$ cat src/rtl/boreal_spectral_pkg.sv
// rtl/boreal_spectral_pkg.sv - shared constants, FSM state type and band slice helper for the spectral framer
package boreal_spectral_pkg;

    localparam int NUM_BANDS  = 16;
    localparam int BAND_W     = 24;
    localparam int VEC_W      = NUM_BANDS * BAND_W;
    localparam int BAND_IDX_W = 4;

    typedef enum logic {
        IDLE = 1'b0,
        SEND = 1'b1
    } state_t;

    // Band b of a packed spectral vector lives at bits [b*BAND_W +: BAND_W].
    function automatic logic [BAND_W-1:0] band_slice(
        input logic [VEC_W-1:0]      vec,
        input logic [BAND_IDX_W-1:0] band
    );
        return vec[band*BAND_W +: BAND_W];
    endfunction

endpackage

$ cat src/rtl/boreal_log2_compress.sv
// rtl/boreal_log2_compress.sv - combinational 24-bit envelope to 8-bit {exponent, 3-bit mantissa} compressor
//
// Ports:
//   in_word   in  24  unsigned envelope
//   out_code  out 8   {e[4:0], f[2:0]}: e = msb index + 1 (0 for zero input),
//                     f = the three bits directly below the msb, zero padded
module boreal_log2_compress (
    input  logic [23:0] in_word,
    output logic [7:0]  out_code
);

    logic [4:0] msb;
    logic [2:0] frac;
    int         pos;

    always_comb begin
        msb  = 5'd0;
        frac = 3'd0;
        pos  = 0;
        for (int i = 0; i < 24; i++) begin
            if (in_word[i]) msb = 5'(i);
        end
        // Bits below bit 0 do not exist; those mantissa positions stay zero.
        for (int k = 0; k < 3; k++) begin
            pos = int'(msb) - 1 - k;
            if (pos >= 0) frac[2-k] = in_word[pos];
        end
    end

    assign out_code = (in_word == 24'd0) ? 8'd0 : {msb + 5'd1, frac};

endmodule

$ cat src/rtl/boreal_spectral_framer.sv
// rtl/boreal_spectral_framer.sv - decimating 2-slot ping-pong frame buffer serializing 16 band words on a valid/ready stream
//
// Parameters: DECIM (1..256) samples per captured frame, NUM_BANDS (16), BAND_W (24).
// Ports:
//   clk, rst_n         clock, asynchronous active-low reset
//   in_valid           spectral vector strobe
//   spectral_vector    NUM_BANDS*BAND_W packed envelopes, band b at [b*BAND_W +: BAND_W]
//   m_valid/m_ready    output word handshake
//   m_data/m_band      band word and its index
//   m_first/m_last     band 0 / band 15 markers
//   frame_cnt          frames fully sent (wrapping)
//   drop_cnt           frames dropped for lack of a slot (saturating)
//   busy               any slot full or a frame in flight
// Build option: BOREAL_FRAMER_LOG2_EN selects log2-compressed m_data instead of raw envelopes.
module boreal_spectral_framer #(
    parameter int DECIM     = 8,
    parameter int NUM_BANDS = 16,
    parameter int BAND_W    = 24
) (
    input  logic                        clk,
    input  logic                        rst_n,
    input  logic                        in_valid,
    input  logic [NUM_BANDS*BAND_W-1:0] spectral_vector,
    output logic                        m_valid,
    input  logic                        m_ready,
    output logic [BAND_W-1:0]           m_data,
    output logic [3:0]                  m_band,
    output logic                        m_first,
    output logic                        m_last,
    output logic [15:0]                 frame_cnt,
    output logic [15:0]                 drop_cnt,
    output logic                        busy
);

    import boreal_spectral_pkg::*;

    localparam logic [7:0] DEC_LAST = 8'(DECIM - 1);

    logic [VEC_W-1:0]      slot [2];
    logic [1:0]            full;
    logic [1:0]            full_nxt;
    logic                  wr_ptr;
    logic                  rd_ptr;
    logic [7:0]            dec_cnt;
    logic [BAND_IDX_W-1:0] band_idx;
    state_t                state;
    logic                  valid_q;

    logic                  cap_evt;
    logic                  cap_ok;
    logic                  hs;
    logic                  rel;
    logic [BAND_W-1:0]     word_raw;
    logic [BAND_W-1:0]     word_out;

    assign cap_evt = in_valid && (dec_cnt == DEC_LAST);
    assign hs      = valid_q && m_ready;
    assign rel     = hs && (band_idx == 4'd15);
    // A full slot still accepts a capture when its last word leaves on this edge.
    assign cap_ok  = cap_evt && (!full[wr_ptr] || (rel && (rd_ptr == wr_ptr)));

    always_comb begin
        full_nxt = full;
        if (rel)    full_nxt[rd_ptr] = 1'b0;
        if (cap_ok) full_nxt[wr_ptr] = 1'b1;
    end

    // Payload storage carries no reset; full flags alone decide validity.
    always_ff @(posedge clk) begin
        if (cap_ok) slot[wr_ptr] <= spectral_vector;
    end

    always_ff @(posedge clk or negedge rst_n) begin
        if (!rst_n) begin
            dec_cnt   <= 8'd0;
            full      <= 2'b00;
            wr_ptr    <= 1'b0;
            rd_ptr    <= 1'b0;
            band_idx  <= '0;
            state     <= IDLE;
            valid_q   <= 1'b0;
            frame_cnt <= 16'd0;
            drop_cnt  <= 16'd0;
        end else begin
            if (in_valid) dec_cnt <= (dec_cnt == DEC_LAST) ? 8'd0 : dec_cnt + 8'd1;
            full <= full_nxt;
            if (cap_ok) wr_ptr <= ~wr_ptr;
            if (cap_evt && !cap_ok && (drop_cnt != 16'hFFFF)) drop_cnt <= drop_cnt + 16'd1;

            case (state)
                IDLE: begin
                    if (full[rd_ptr]) begin
                        state    <= SEND;
                        valid_q  <= 1'b1;
                        band_idx <= '0;
                    end
                end
                SEND: begin
                    if (hs) begin
                        band_idx <= band_idx + 4'd1;
                        if (rel) begin
                            rd_ptr    <= ~rd_ptr;
                            frame_cnt <= frame_cnt + 16'd1;
                            if (!full[~rd_ptr]) begin
                                state   <= IDLE;
                                valid_q <= 1'b0;
                            end
                        end
                    end
                end
                default: begin
                    state   <= IDLE;
                    valid_q <= 1'b0;
                end
            endcase
        end
    end

    assign word_raw = band_slice(slot[rd_ptr], band_idx);

`ifdef BOREAL_FRAMER_LOG2_EN
    logic [7:0] word_log;

    boreal_log2_compress u_log2 (
        .in_word  (word_raw),
        .out_code (word_log)
    );

    assign word_out = {16'd0, word_log};
`else
    assign word_out = word_raw;
`endif

    // Outputs derive only from registered state, never from in_valid or m_ready.
    assign m_valid = valid_q;
    assign m_data  = valid_q ? word_out : '0;
    assign m_band  = band_idx;
    assign m_first = valid_q && (band_idx == 4'd0);
    assign m_last  = valid_q && (band_idx == 4'd15);
    assign busy    = (|full) || (state == SEND);

endmodule

$ cat config.mk
export PLATFORM = sky130hd
export DESIGN_NAME = boreal_spectral_framer
export DESIGN_NICKNAME = d
export VERILOG_FILES = /design/src/rtl/boreal_spectral_pkg.sv /design/src/rtl/boreal_log2_compress.sv /design/src/rtl/boreal_spectral_framer.sv
export SDC_FILE = /design/constraint.sdc
export NUM_CORES = 1
export LEC_CHECK = 0
export ABC_AREA = 0
export CAP_MARGIN = 20
export CORE_UTILIZATION = 40
export DETAILED_ROUTE_END_ITERATION = 16
export PLACE_DENSITY = 0.68
export SYNTH_ARGS = -nofsm -noshare
export SYNTH_HDL_FRONTEND = slang
export SYNTH_SLANG_ARGS = --single-unit
$ cat constraint.sdc
create_clock -name clk -period 29.9 [get_ports clk]
set_clock_uncertainty 0.15 [all_clocks]
set_input_delay 5.98 -clock clk [delete_from_list [all_inputs] [get_ports clk]]
set_output_delay 5.98 -clock clk [all_outputs]
set_load 0.02 [all_outputs]
==> results.md <==
* Clock Path Buffers at 3
* Global Route Usage Sum at 19.72%
* Critical path class: register to output pin
* CP arrival at 5410 ps
* Initial antenna violation count at 32
* Crit path buffers/inverters at 3
* # DRC at 0
* Max frequency at 86.64 MHz
* Worst-margin pin slew at 1321 ps
* Post-DP HPWL at 52.88 mm
* Initial Utilization at 40.41%
* Sink Count at 818
* Worst r2r path cells at 8
* Rel. slew slack at 11.96%
* Worst setup path endpoint: m_data[6]
* Post-synth ARST share at 6.112%
* NumNets Final at 2460
* Crit-path max FO at 105
* Seq cells post-synth at 818
* Max stage delay on crit path at 860 ps
* Total CTS buffers at 87
* Pin count of the biggest net entering global routing at 184
* Final WL at 80.12 mm
* Switch share at 26.34%
* CTS tree: done
* IO Port Bufs at 451
* Core footprint at 78870 um2
* Sequential element share of the synthesized area at 76.28%
* CP Launch Type: register
* Final Hold Viols at 0
* Max-Cap Viols at 0
* Distinct cells, synth at 51
* RSZ-0062 raised after global routing: no
* # setup viols final at 0
* Worst Setup SP: rd_ptr$_DFFE_PN0P_
* Die area at 80820 um2
* Worst flop-to-flop path startpoint: m_band[0]$_DFFE_PN0P_
* Setup TNS at 0 ps
* Number of cells on the critical path at 6
* Prevailing post-synth register cell: edfxtp_1
* DRT iter0 DRCs at 1218
* First-pass DRT Iterations at 7
* CP max stage cell: dfrtp_4
* Cells after Synth at 1596
* GPL Wtd Cong at 0.8322
* R2r endpoint: slot[1][82]$_DFFE_PP_
* R2r setup slk at 24290 ps
* Worst hold slack at 326.6 ps
* Internal power at 2.127 mW
* Post-Syn Nets at 1989
* Psw at 0.7605 mW
* Outcome: complete, no violations
* Critical Path RT at 23770 ps
* H-tree Lvls at 3
* DIE HEIGHT at 284.3 um
* Global-route wire length before repair at 117.0 mm
* Ports at 452
* Tcrit/Tclk final at 38.60%
* Core Rows at 103
* Fraction of layout cells with a size suffix above 1 at 12.73%
* Setup bufs post-CTS at 0
* Power density over the cells at 71.66 nW/um2
* HP Class: register to register
* Min cycle time layout at 11540 ps
* Vias in the first global route at 18315
* Crit path max-delay family: buffers and inverters
* Post-synthesis instance area at 31870 um2
* Vias per cell at 5.422
* Worst-Skew Late Latency at 630 ps
* Via count at 17338
* Post_cts resized at 0
* WL/cell at 25.05 um
* EDFF count, synth at 768
* Leakage Power at 13.99 nW
* Comb pwr share at 17.8%
* Die width at 284.3 um
* Final-layout fill cell count at 6282
* Clk slew on worst S/H paths at 60 ps
* Critical-path cell list: buf_12 -> buf_4 -> mux4_2 -> a221oi_1 -> o22ai_1 -> clkdlybuf4s50_1
* Share of power burned in registers at 46.1%
* Max-slew violation count at 0
* GRT overflow at 0
* Routed Antenna Nets at 0
* Clock root buffer master: clkbuf_16
* Post-CTS Hold Fix Bufs at 0
* Clock power frac at 36.0%
* Avg Cell Area, Syn at 19.97 um2
* Number of synthesis warnings at 0
* Worst vdd ir at 48.48 uV
* Area grow syn2layout at 26.42%
* CP Capture Type: output pin
-- cell families after synthesis --
| family | share of synthesized area, % |
|---|---|
| DFF | 76.28 |
| muxes | 12.93 |
| AOI/OAI and AO/OA | 5.998 |
| buffers and inverters | 1.605 |
| and+or+nand+nor | 1.920 |
| xor gates and xnor gates | 1.072 |
| adders and majority gates | 0.1963 |
-- synthesized netlist by cell type, types with 2 or more instances --
cell        n  area (um2)
edfxtp_1  768       23060
mux2i_1   189        1892
a221oi_1  141        1235
mux4_2     98        2207
dfrtp_1    50        1251
o21a_1     47       352.8
clkbuf_1   43       161.4
nand2_1    33       123.9
buf_2      31       155.2
xor2_1     25       219.0
o22ai_1    23       143.9
buf_4      15       112.6
xnor2_1    14       122.6
nand3_1    13       65.06
inv_1      11       41.29
nor2_1     11       41.29
nand4_1    10       62.56
nor3_2      8       80.08
o21ai_0     8       40.04
and3_1      6       37.54
nor3_1      6       30.03
ha_1        5       62.56
a21oi_1     4       20.02
and2_1      3       18.77
buf_6       3       33.78
nor4_1      3       18.77
a21o_1      2       15.01
a31oi_1     2       12.51
nor4_2      2       25.02
-- cells in the final DEF (no fill, tap or decap), types with 3 or more instances in the layout --
| master | Yosys | layout |
|---|---|---|
| o21ai_0 | 8 | 8 |
| nand3_1 | 13 | 13 |
| buf_4 | 15 | 20 |
| buf_12 | 0 | 3 |
| ha_1 | 5 | 5 |
| mux4_2 | 98 | 98 |
| a221oi_1 | 141 | 141 |
| nor3_2 | 8 | 8 |
| edfxtp_1 | 768 | 768 |
| inv_1 | 11 | 11 |
| clkdlybuf4s50_1 | 0 | 450 |
| o22ai_1 | 23 | 23 |
| xnor2_1 | 14 | 14 |
| clkbuf_16 | 0 | 87 |
| clkbuf_1 | 43 | 30 |
| clkbuf_8 | 0 | 3 |
| nand2_1 | 33 | 33 |
| clkinv_2 | 0 | 14 |
| nor3_1 | 6 | 5 |
| nand4_1 | 10 | 10 |
| mux2i_1 | 189 | 189 |
| a21oi_1 | 4 | 4 |
| o21a_1 | 47 | 47 |
| nor4_1 | 3 | 3 |
| bufinv_16 | 0 | 6 |
| clkinv_1 | 0 | 8 |
| dfrtp_4 | 0 | 4 |
| xor2_1 | 25 | 25 |
| nor2_1 | 11 | 11 |
| and3_1 | 6 | 6 |
| dfrtp_1 | 50 | 46 |
| diode_2 | 0 | 11 |
-- worst min-delay path by stage --
| stage | from | to | slack [ps] | cells after the start |
|---|---|---|---|---|
| 6_report | frame_cnt[15]$_DFFE_PN0P_ | frame_cnt[15]$_DFFE_PN0P_ | 330 | 1 |
| 4_1_cts | frame_cnt[15]$_DFFE_PN0P_ | frame_cnt[15]$_DFFE_PN0P_ | 330 | 1 |
| 2_1_floorplan | dec_cnt[4]$_DFFE_PN0P_ | dec_cnt[4]$_DFFE_PN0P_ | 330 | 1 |
| 3_5_place_dp | frame_cnt[15]$_DFFE_PN0P_ | frame_cnt[15]$_DFFE_PN0P_ | 320 | 1 |
| 3_3_place_gp | frame_cnt[15]$_DFFE_PN0P_ | frame_cnt[15]$_DFFE_PN0P_ | 320 | 1 |
| 5_1_grt | frame_cnt[6]$_DFFE_PN0P_ | frame_cnt[6]$_DFFE_PN0P_ | 360 | 1 |
-- through the flow --
stage	total power [mW]	instance area (um2)	worst slack, ps	cells	utilization (%)
after floorplan	1.682	31880	7881	1596	-
after global placement	1.873	37470	18990	3027	47.51
after detailed placement	1.883	37470	18980	3027	47.51
after CTS	2.923	40250	18280	3186	51.04
after global routing	3.000	40280	18120	3194	51.08
final	2.887	40290	18360	3198	51.09
-- routing by layer --
layer / up-vias / track usage (%) / routed length [um]
met4: 42 / 7.715 / 2844
met3: 163 / 6.782 / 6731
met2: 635 / 33.30 / 40480
met1: 8825 / 23.04 / 29800
li1: 7673 / - / -
met5: - / 0 / 263
-- registers in the layout, summed over array words and instances, names as in the netlist --
signal,cells
dec_cnt,8
drop_cnt,16
frame_cnt,16
full,2
m_band,4
m_valid,1
rd_ptr,1
slot,768
state,1
wr_ptr,1
-- final cells by class --
type | instances | area [um2] | share of cell area, %
clock buffer | 120 | 2331 | 5.785
antenna | 11 | 27.53 | 0.06831
multi-input combinational | 673 | 7068 | 17.54
timing repair buffer | 475 | 4735 | 11.75
sequential | 818 | 24330 | 60.38
clock inverter | 39 | 446.7 | 1.109
tap | 1050 | 1314 | 3.260
inverter | 12 | 45.04 | 0.1118
-- power by group through the flow --
stage                     combinational (mW)  clock (mW)  sequential (mW)
after floorplan                        0.333           0             1.35
after global placement                 0.518           0             1.35
after detailed placement               0.527           0             1.36
after CTS                              0.528        1.06             1.33
after global routing                   0.553        1.11             1.34
final                                  0.515        1.04             1.33
No activity file was read; power rests on OpenSTA's default activity.
